<file path="config.mk">
export PLATFORM = sky130hd
export DESIGN_NAME = crtc_monitor
export DESIGN_NICKNAME = d
export VERILOG_FILES = /design/src/rtl/crtc_monitor.sv
export SDC_FILE = /design/constraint.sdc
export NUM_CORES = 1
export LEC_CHECK = 0
export ABC_CLOCK_PERIOD_IN_PS = 2100
export CORE_ASPECT_RATIO = 2
export CORE_MARGIN = 4
export CORE_UTILIZATION = 30
export CTS_CLUSTER_DIAMETER = 120
export DETAILED_ROUTE_END_ITERATION = 10
export PLACE_DENSITY = 0.47
export SETUP_SLACK_MARGIN = 0.05
export SYNTH_ARGS = -nofsm -noshare
export SYNTH_HDL_FRONTEND = slang
export SYNTH_SLANG_ARGS = --single-unit
</file>
<file path="constraint.sdc">
create_clock -name dotclk_i -period 2.1 [get_ports dotclk_i]
set_input_delay 0.21 -clock dotclk_i [delete_from_list [all_inputs] [get_ports dotclk_i]]
set_output_delay 0.21 -clock dotclk_i [all_outputs]
set_load 0.05 [all_outputs]
</file>
<file path="src/rtl/crtc_monitor.sv">
// Sync-side counterpart of the crtc: recovers beam X/Y from hsync/vsync, measures the
// line/frame totals and sync starts, and reports lock once the timing has been stable.
module crtc_monitor #(
   parameter int W           = 10,
   parameter int LOCK_FRAMES = 2
) (
   input  logic         dotclk_i,
   input  logic         reset_i,
   input  logic         hsync_i,
   input  logic         vsync_i,
   output logic [W-1:0] x_o,
   output logic [W-1:0] y_o,
   output logic [W-1:0] htotal_o,
   output logic [W-1:0] hsstart_o,
   output logic [W-1:0] vtotal_o,
   output logic [W-1:0] vsstart_o,
   output logic         frame_o,
   output logic         locked_o
);

   localparam int          CW     = (LOCK_FRAMES < 1) ? 1 : $clog2(LOCK_FRAMES + 1);
   localparam logic [W-1:0] XMAX   = '1;
   localparam logic [W-1:0] X_LOST = {{(W-1){1'b1}}, 1'b0};

   logic          hs_d, vs_d;
   logic          hfall, hrise, vfall, vrise;
   logic          line_err, first_frame;
   logic [CW-1:0] lock_cnt, cnt_inc;
   logic [W-1:0]  ht_prev, hs_prev, vt_prev, vs_prev;
   logic [W-1:0]  ht_new, hs_new, vs_new;
   logic          line_bad, x_lost, frame_match;

   always_comb begin
      hfall    = hs_d & ~hsync_i;
      hrise    = ~hs_d & hsync_i;
      vfall    = vs_d & ~vsync_i;
      vrise    = ~vs_d & vsync_i;
      // Values the measurement registers will hold after this edge; the frame-end
      // qualification compares these against the snapshot of the previous frame.
      ht_new   = hfall ? x_o : htotal_o;
      hs_new   = hrise ? x_o + 1'b1 : hsstart_o;
      vs_new   = vsstart_o;
      if (vrise)
         vs_new = hfall ? y_o + 1'b1 : y_o;
      line_bad = hfall && (x_o != htotal_o);
      x_lost   = !hfall && (x_o >= X_LOST);
      frame_match = (y_o == vt_prev) && (ht_new == ht_prev) &&
                    (hs_new == hs_prev) && (vs_new == vs_prev) && !line_err;
      cnt_inc  = (lock_cnt == CW'(LOCK_FRAMES)) ? lock_cnt : lock_cnt + 1'b1;
   end

   always_ff @(posedge dotclk_i) begin
      if (!reset_i) begin
         hs_d        <= 1'b0;
         vs_d        <= 1'b0;
         x_o         <= '0;
         y_o         <= '0;
         htotal_o    <= '0;
         hsstart_o   <= '0;
         vtotal_o    <= '0;
         vsstart_o   <= '0;
         frame_o     <= 1'b0;
         locked_o    <= 1'b0;
         lock_cnt    <= '0;
         line_err    <= 1'b0;
         first_frame <= 1'b1;
         ht_prev     <= '0;
         hs_prev     <= '0;
         vt_prev     <= '0;
         vs_prev     <= '0;
      end else begin
         hs_d    <= hsync_i;
         vs_d    <= vsync_i;
         frame_o <= vfall;

         if (hfall)
            x_o <= '0;
         else if (x_o != XMAX)
            x_o <= x_o + 1'b1;

         if (hrise)
            hsstart_o <= hs_new;
         if (vrise)
            vsstart_o <= vs_new;

         if (hfall) begin
            htotal_o <= x_o;
            if (!vfall && y_o != XMAX)
               y_o <= y_o + 1'b1;
         end

         if (vfall) begin
            y_o      <= '0;
            vtotal_o <= y_o;
            ht_prev  <= ht_new;
            hs_prev  <= hs_new;
            vt_prev  <= y_o;
            vs_prev  <= vs_new;
            line_err <= 1'b0;
            if (first_frame) begin
               first_frame <= 1'b0;
               lock_cnt    <= '0;
            end else if (frame_match) begin
               lock_cnt <= cnt_inc;
               if (cnt_inc == CW'(LOCK_FRAMES))
                  locked_o <= 1'b1;
            end else begin
               lock_cnt <= '0;
               locked_o <= 1'b0;
            end
         end else if (line_bad) begin
            line_err <= 1'b1;
         end

         // Faults are evaluated last so they override any lock progress made above.
         if (line_bad && locked_o) begin
            locked_o <= 1'b0;
            lock_cnt <= '0;
         end
         if (vfall && !hfall) begin
            locked_o <= 1'b0;
            lock_cnt <= '0;
         end
         if (x_lost) begin
            locked_o    <= 1'b0;
            lock_cnt    <= '0;
            first_frame <= 1'b1;
         end
      end
   end

endmodule

</file>
==> metrics.txt, run 1 <==
RSZ-0062 raised after global routing=true; Syn Nets=655; largest net degree at the start of global routing=42; routed len/inst=20.3 um; top cells by area, synth=dfxtp_1 37%, nand2_1 6.7%, xor2_1 5.7%; DR iter-0 viols=156; number of buffers on the longest clock path=2; clk_skew=about 14 ps; first-pass GRT wire length=31000 um; CP startpoint kind=flop; Primary FF master, synth=dfxtp_1; Setup TNS Final=-128 ps; Cell Area, Synth=5360 um2; routability cong.=0.898; CTS tree=yes; router iterations before antenna repair=5; final setup fails=3; pwr/cell area=slightly below 600 nW/um2; Final ANT Viol Nets=0; drt drc=0; Post-Route WL=20600 um; vias in the first global route=5381; vias per cell=5.13; final hold viol count=0; clock latency on the worst-skew pair=360 ps; Die ar.=about 20000 um2; setup ws final=-47.9 ps; Post-synth EDFFs=0; fin nets=roughly 800; Seq. cell area=2020 um2; CP Capture Type=flop; Seq/Total Area, Yosys=36.6%; crit path max fanout=4; multi-input logic area=~3400 um2; Synth top area share=36.6%; Cells after Synth=between 600 and 700; Fmax=0.466 GHz; Mean Syn Cell Area=8.29 um2; Max VDD drop=0.000401 V; cell area after layout=about 7800 um2; core area=17400 um2; initial antenna violation count=0; Arr. time, crit path=2450 ps; status=finished, violations left; via count=5212; HPWL Detailed=15900 um; clock net sink count=98; H-tree depth=3; FP Rows=68; ratio of cells with drive above 1 in the final layout=27.7%; measured slew at the worst slew-check pin=520 ps; I/O pin count=66; post-synth top area cell=dfxtp_1; Period Utilization, post-route=102%; initial core utilization=a little under a third; Die X=~100 um; area delta synth->final=45.1%; total grt overflow=0; Total GRT Usage=20.7%; Clk pin slew, worst setup/hold paths=80 ps; critical path data required time=between 2000 and 2500 ps; P_leak=3.17 nW; instance area after placement=6960 um2; Util after Layout=44.6%; Root Buffer Master=clkbuf_16; relative slew slack=65.2%; Port-buffer cells=65; TritonCTS buffer count=9; ys async rst share=0%; fill cell count=1747; violated checks=negative setup slack; Die Ht=197 um; post-synthesis cell type count=65; HP Class=in -> reg; Final Max Slew Viols=0; #FFs+latches synth=98; critical path type=reg -> reg; max cap viols=0; Synth warnings=0; ANT cells=0; Final Critical Period=2150 ps
[stage by stage]
| stage | std cells | worst slack (ps) | hold WS, ps | power, mW |
|---|---|---|---|---|
| 2_1_floorplan | 647 | 52.2 | 332 | 2.36 |
| 3_3_place_gp | 982 | -521 | 456 | 2.66 |
| 3_5_place_dp | 982 | -596 | 459 | 2.66 |
| 4_1_cts | 1011 | -43.3 | 336 | 4.65 |
| 5_1_grt | 1016 | -146 | 357 | 4.81 |
| 6_report | 1016 | -47.9 | 359 | 4.64 |
[synth_stat cells (2+ instances only)]
library cell  number
buf_1              2
nor4_2             2
nand2_1           96
nand4_1           10
mux2i_1            9
nor2_1            37
o21ai_1            4
or2_2              3
o211a_1           15
clkbuf_1          23
and2_1            21
a311oi_2           2
nand3_1           20
xor2_1            35
o311ai_0           2
a21oi_1           26
nor3_1             8
a221oi_1           3
dfxtp_1           98
a2111oi_0          2
inv_1             13
a211oi_1           5
o211ai_1           2
o21ai_0           25
and4_1             3
nand3b_1           3
ha_1               4
o22ai_1            3
or3_1              7
buf_6              5
a21boi_0          26
nand2b_1          10
xnor2_1           27
a31oi_1           14
o2111ai_1          3
and3_1             6
nor4_1             5
nor4b_1            2
a2111oi_4          2
buf_2             21
nor2b_1           19
[kinds of logic after synthesis]
family | after synthesis | synth area share [%]
DFF | 98 | 36.6
adders and majority gates | 4 | 0.933
buffers and inverters | 65 | 5.81
and+or+nand+nor | 265 | 25.2
xor gates and xnor gates | 63 | 10.4
muxes | 9 | 1.68
AOI/OAI and AO/OA | 143 | 19.3
[metal layers]
metal	GRT usage, %	vias up	part of all wire, %
met5	0	-	0
met4	8.86	0	3.8
met3	3.15	38	2.8
met2	40.0	125	58
met1	21.0	2512	36
li1	-	2537	-
[layout make-up]
cell class | instances | area share [%]
well taps | 210 | 3.38
clock inverters | 7 | 1.51
flip-flops and latches | 98 | 25.9
clock buffers | 9 | 2.89
repair buffers | 195 | 21.9
multi-input cells | 484 | 43.8
inverters | 13 | 0.627
[worst max-delay path: stages, from the launching register on]
cell and delay [ps]:
dfxtp_4 400, ha_4 150, nand4_1 160, buf_4 200, or3_4 350, a31oi_4 250, xor2_2 130, a21oi_2 120
nand4_1 170, o21ai_1 160
[registers in the layout, indices dropped and copies added (netlist names), 2 cells and up]
register   count
x_o           10
y_o           10
hs_prev       10
vt_prev       10
vs_prev       10
hsstart_o     10
ht_prev       10
vsstart_o     10
htotal_o      10
lock_cnt       2
[worst paths after layout]
check	startpoint	to	slack (ps)	cells past startpoint
worst min register to register	lock_cnt[1]	lock_cnt[1]	470	2
worst max-delay path	x_o[0]	locked_o	-50	9
worst min-delay path	reset_i	first_frame	360	5
worst max register to register	x_o[0]	locked_o	-50	9
[report_power, final]
group | leakage [nW] | switching, mW | internal [mW]
Combinational | 2.20 | 0.420 | 0.331
Sequential | 0.808 | 0.0545 | 1.89
Clock | 0.158 | 0.784 | 1.16
Total | 3.17 | 1.26 | 3.39
[layout by cell type, fill, tap and decap left out, types with 13 or more instances in the layout]
cell             count
o211a_1             15
buf_4              120
nand2_1             94
nor2b_1             17
and2_1              21
dfxtp_1             78
a21boi_0            25
o21ai_0             21
xor2_1              31
clkdlybuf4s50_1     62
nor2_1              37
xnor2_1             23
inv_1               13
nand3_1             18
a21oi_1             25
[repair_timing]
action | 4_1_cts | 5_1_grt
hold buffers | 0 | 0
gates cloned | 0 | 0
buffers inserted | 13 | 6
resized for setup | 35 | 35
setup endpoints to repair | 5 | 5
pin swaps | 19 | 22
Power figures use the tool's default switching activity.
==> run 2: changes to the inputs <==
CTS_CLUSTER_DIAMETER = 150   (was 120)
RECOVER_POWER = 50   (was unset)
==> run 2 against run 1 <==
Effect of this change: the flow still finishes with violations (negative setup slack); final area decreased by 0.42%; total power about the same; utilization is 0.19 points lower; clock-buffer cell count unchanged; setup slack gained 27 ps; via count about the same; wire length about the same; non-clock buffer count is the same; flip-flop and latch count is the same; largest cell class unchanged; highest routed layer unchanged.
==> metrics.txt, run 2 (synthesis gave the netlist of run 1 again) <==
reg2reg setup slack=-20 ps; Post-Route WL=20600 um; Combinational Power Share=roughly 16%; RSZ-0062 raised after global routing=true; Tot Pwr=4.64 mW; P_sw=1.26 mW; vias in the first global route=5381; WHS=342 ps; instance area after placement=6960 um2; setup ws final=-20.5 ps; Die ar.=between 20000 and 25000 um2; ratio of cells with drive above 1 in the final layout=around 27%; Worst R2R Start=x_o[0]; max cap viols=0; switching share of power=27.2%; vias per cell=5.13; cell area after layout=7750 um2; TritonCTS buffer count=9; Clk pin slew, worst setup/hold paths=80 ps; Setup TNS Final=-40.9 ps; Arr. time, crit path=2420 ps; total grt overflow=0; Root Buffer Master=clkbuf_16; Die Ht=~200 um; status=finished, violations left; Min-Delay Endpoint=first_frame; Final Critical Period=around 2100 ps; hold path start=reset_i; H-tree depth=3; P_leak=about 3.2 nW; crit path max fanout=4; number of buffers on the longest clock path=2; dpl cells=982; CP Capture Type=flop; critical path type=reg -> reg; Max VDD drop=0.000399 V; DR iter-0 viols=about 150; clk_skew=15.2 ps; I/O pin count=66; Placement Setup Slack=-596 ps; Final Max Slew Viols=0; routability cong.=0.898; most frequent cells in the layout=115 x buf_4, 94 x nand2_1, 78 x dfxtp_1; Period Utilization, post-route=101%; clock network power share=42.0%; Final ANT Viol Nets=0; Cell Count, Final, Fillers Out=just over 1k; CTS tree=yes; Fmax=0.472 GHz; drt drc=0; final setup fails=3; HP Class=in -> reg; Util after Layout=44.4%; CP startpoint kind=flop; violated checks=negative setup slack; routed len/inst=20.3 um; most common cell after layout, fill and taps aside=buf_4; Total GRT Usage=20.7%; Seq pwr share=about two fifths; HPWL Detailed=15900 um; final hold viol count=0; Pint=3.38 mW; pwr/cell area=599 nW/um2; via count=between 5k and 6k; fill cell count=1755; ANT cells=0; R2R cell count=9; area delta synth->final=44.5%; Die X=103 um; measured slew at the worst slew-check pin=796 ps; critical path data required time=2400 ps; FF-to-FF End=locked_o; clock latency on the worst-skew pair=~370 ps; relative slew slack=46.9%; clock net sink count=98; initial antenna violation count=0; worst hold path depth=5; router iterations before antenna repair=4; FP Rows=68; initial core utilization=30.7%; Port-buffer cells=65; core area=17400 um2; fin nets=809; largest net degree at the start of global routing=between 40 and 50; first-pass GRT wire length=31000 um
-- run 2: area by class of cell --
| class | count | area (um2) | share of cell area, % |
|---|---|---|---|
| clock inverter | 7 | 118 | 1.52 |
| multi-input combinational | 484 | 3390 | 43.7 |
| clock buffer | 9 | 225 | 2.91 |
| sequential | 98 | 2020 | 26.0 |
| timing repair buffer | 195 | 1690 | 21.8 |
| inverter | 13 | 48.8 | 0.630 |
| tap | 210 | 263 | 3.39 |
-- run 2: worst max-delay path by stage --
stage	depth (start not counted)	slack (ps)	start	to
floorplan	8	50	x_o[2]	lock_cnt[0]
global placement	8	-520	hsync_i	locked_o
detailed placement	8	-600	hsync_i	locked_o
CTS	9	-40	hs_d	locked_o
global route	9	-120	y_o[0]	lock_cnt[1]
finish	9	-20	x_o[0]	locked_o
-- run 2: per-layer routing --
metal  track usage, %  routed length [um]
met1             21.0                7380
met2             40.0               11900
met3             3.15                 584
met4             8.86                 788
met5                0                   0
-- run 2: power groups by stage --
stage | clock network (mW) | registers, mW | logic (mW)
final | 1.95 | 1.95 | 0.745
after global routing | 2.06 | 1.95 | 0.793
after CTS | 1.99 | 1.95 | 0.716
after detailed placement | 0 | 1.99 | 0.675
after global placement | 0 | 1.99 | 0.673
after floorplan | 0 | 2.06 | 0.307
-- run 2: what timing repair did --
action / in CTS / in global routing
pin swaps: 19 / 22
resized for setup: 35 / 35
setup buffers: 13 / 6
setup endpoints to repair: 5 / 5
cloned: 0 / 0
hold buffers: 0 / 0
-- run 2: worst max-delay path: stages, from the launching register on --
cell	delay, ps
dfxtp_4	400
ha_4	150
nand4_1	140
buf_4	180
or3_4	350
a31oi_4	250
xor2_2	130
a21oi_2	120
nand4_1	180
o21ai_1	160
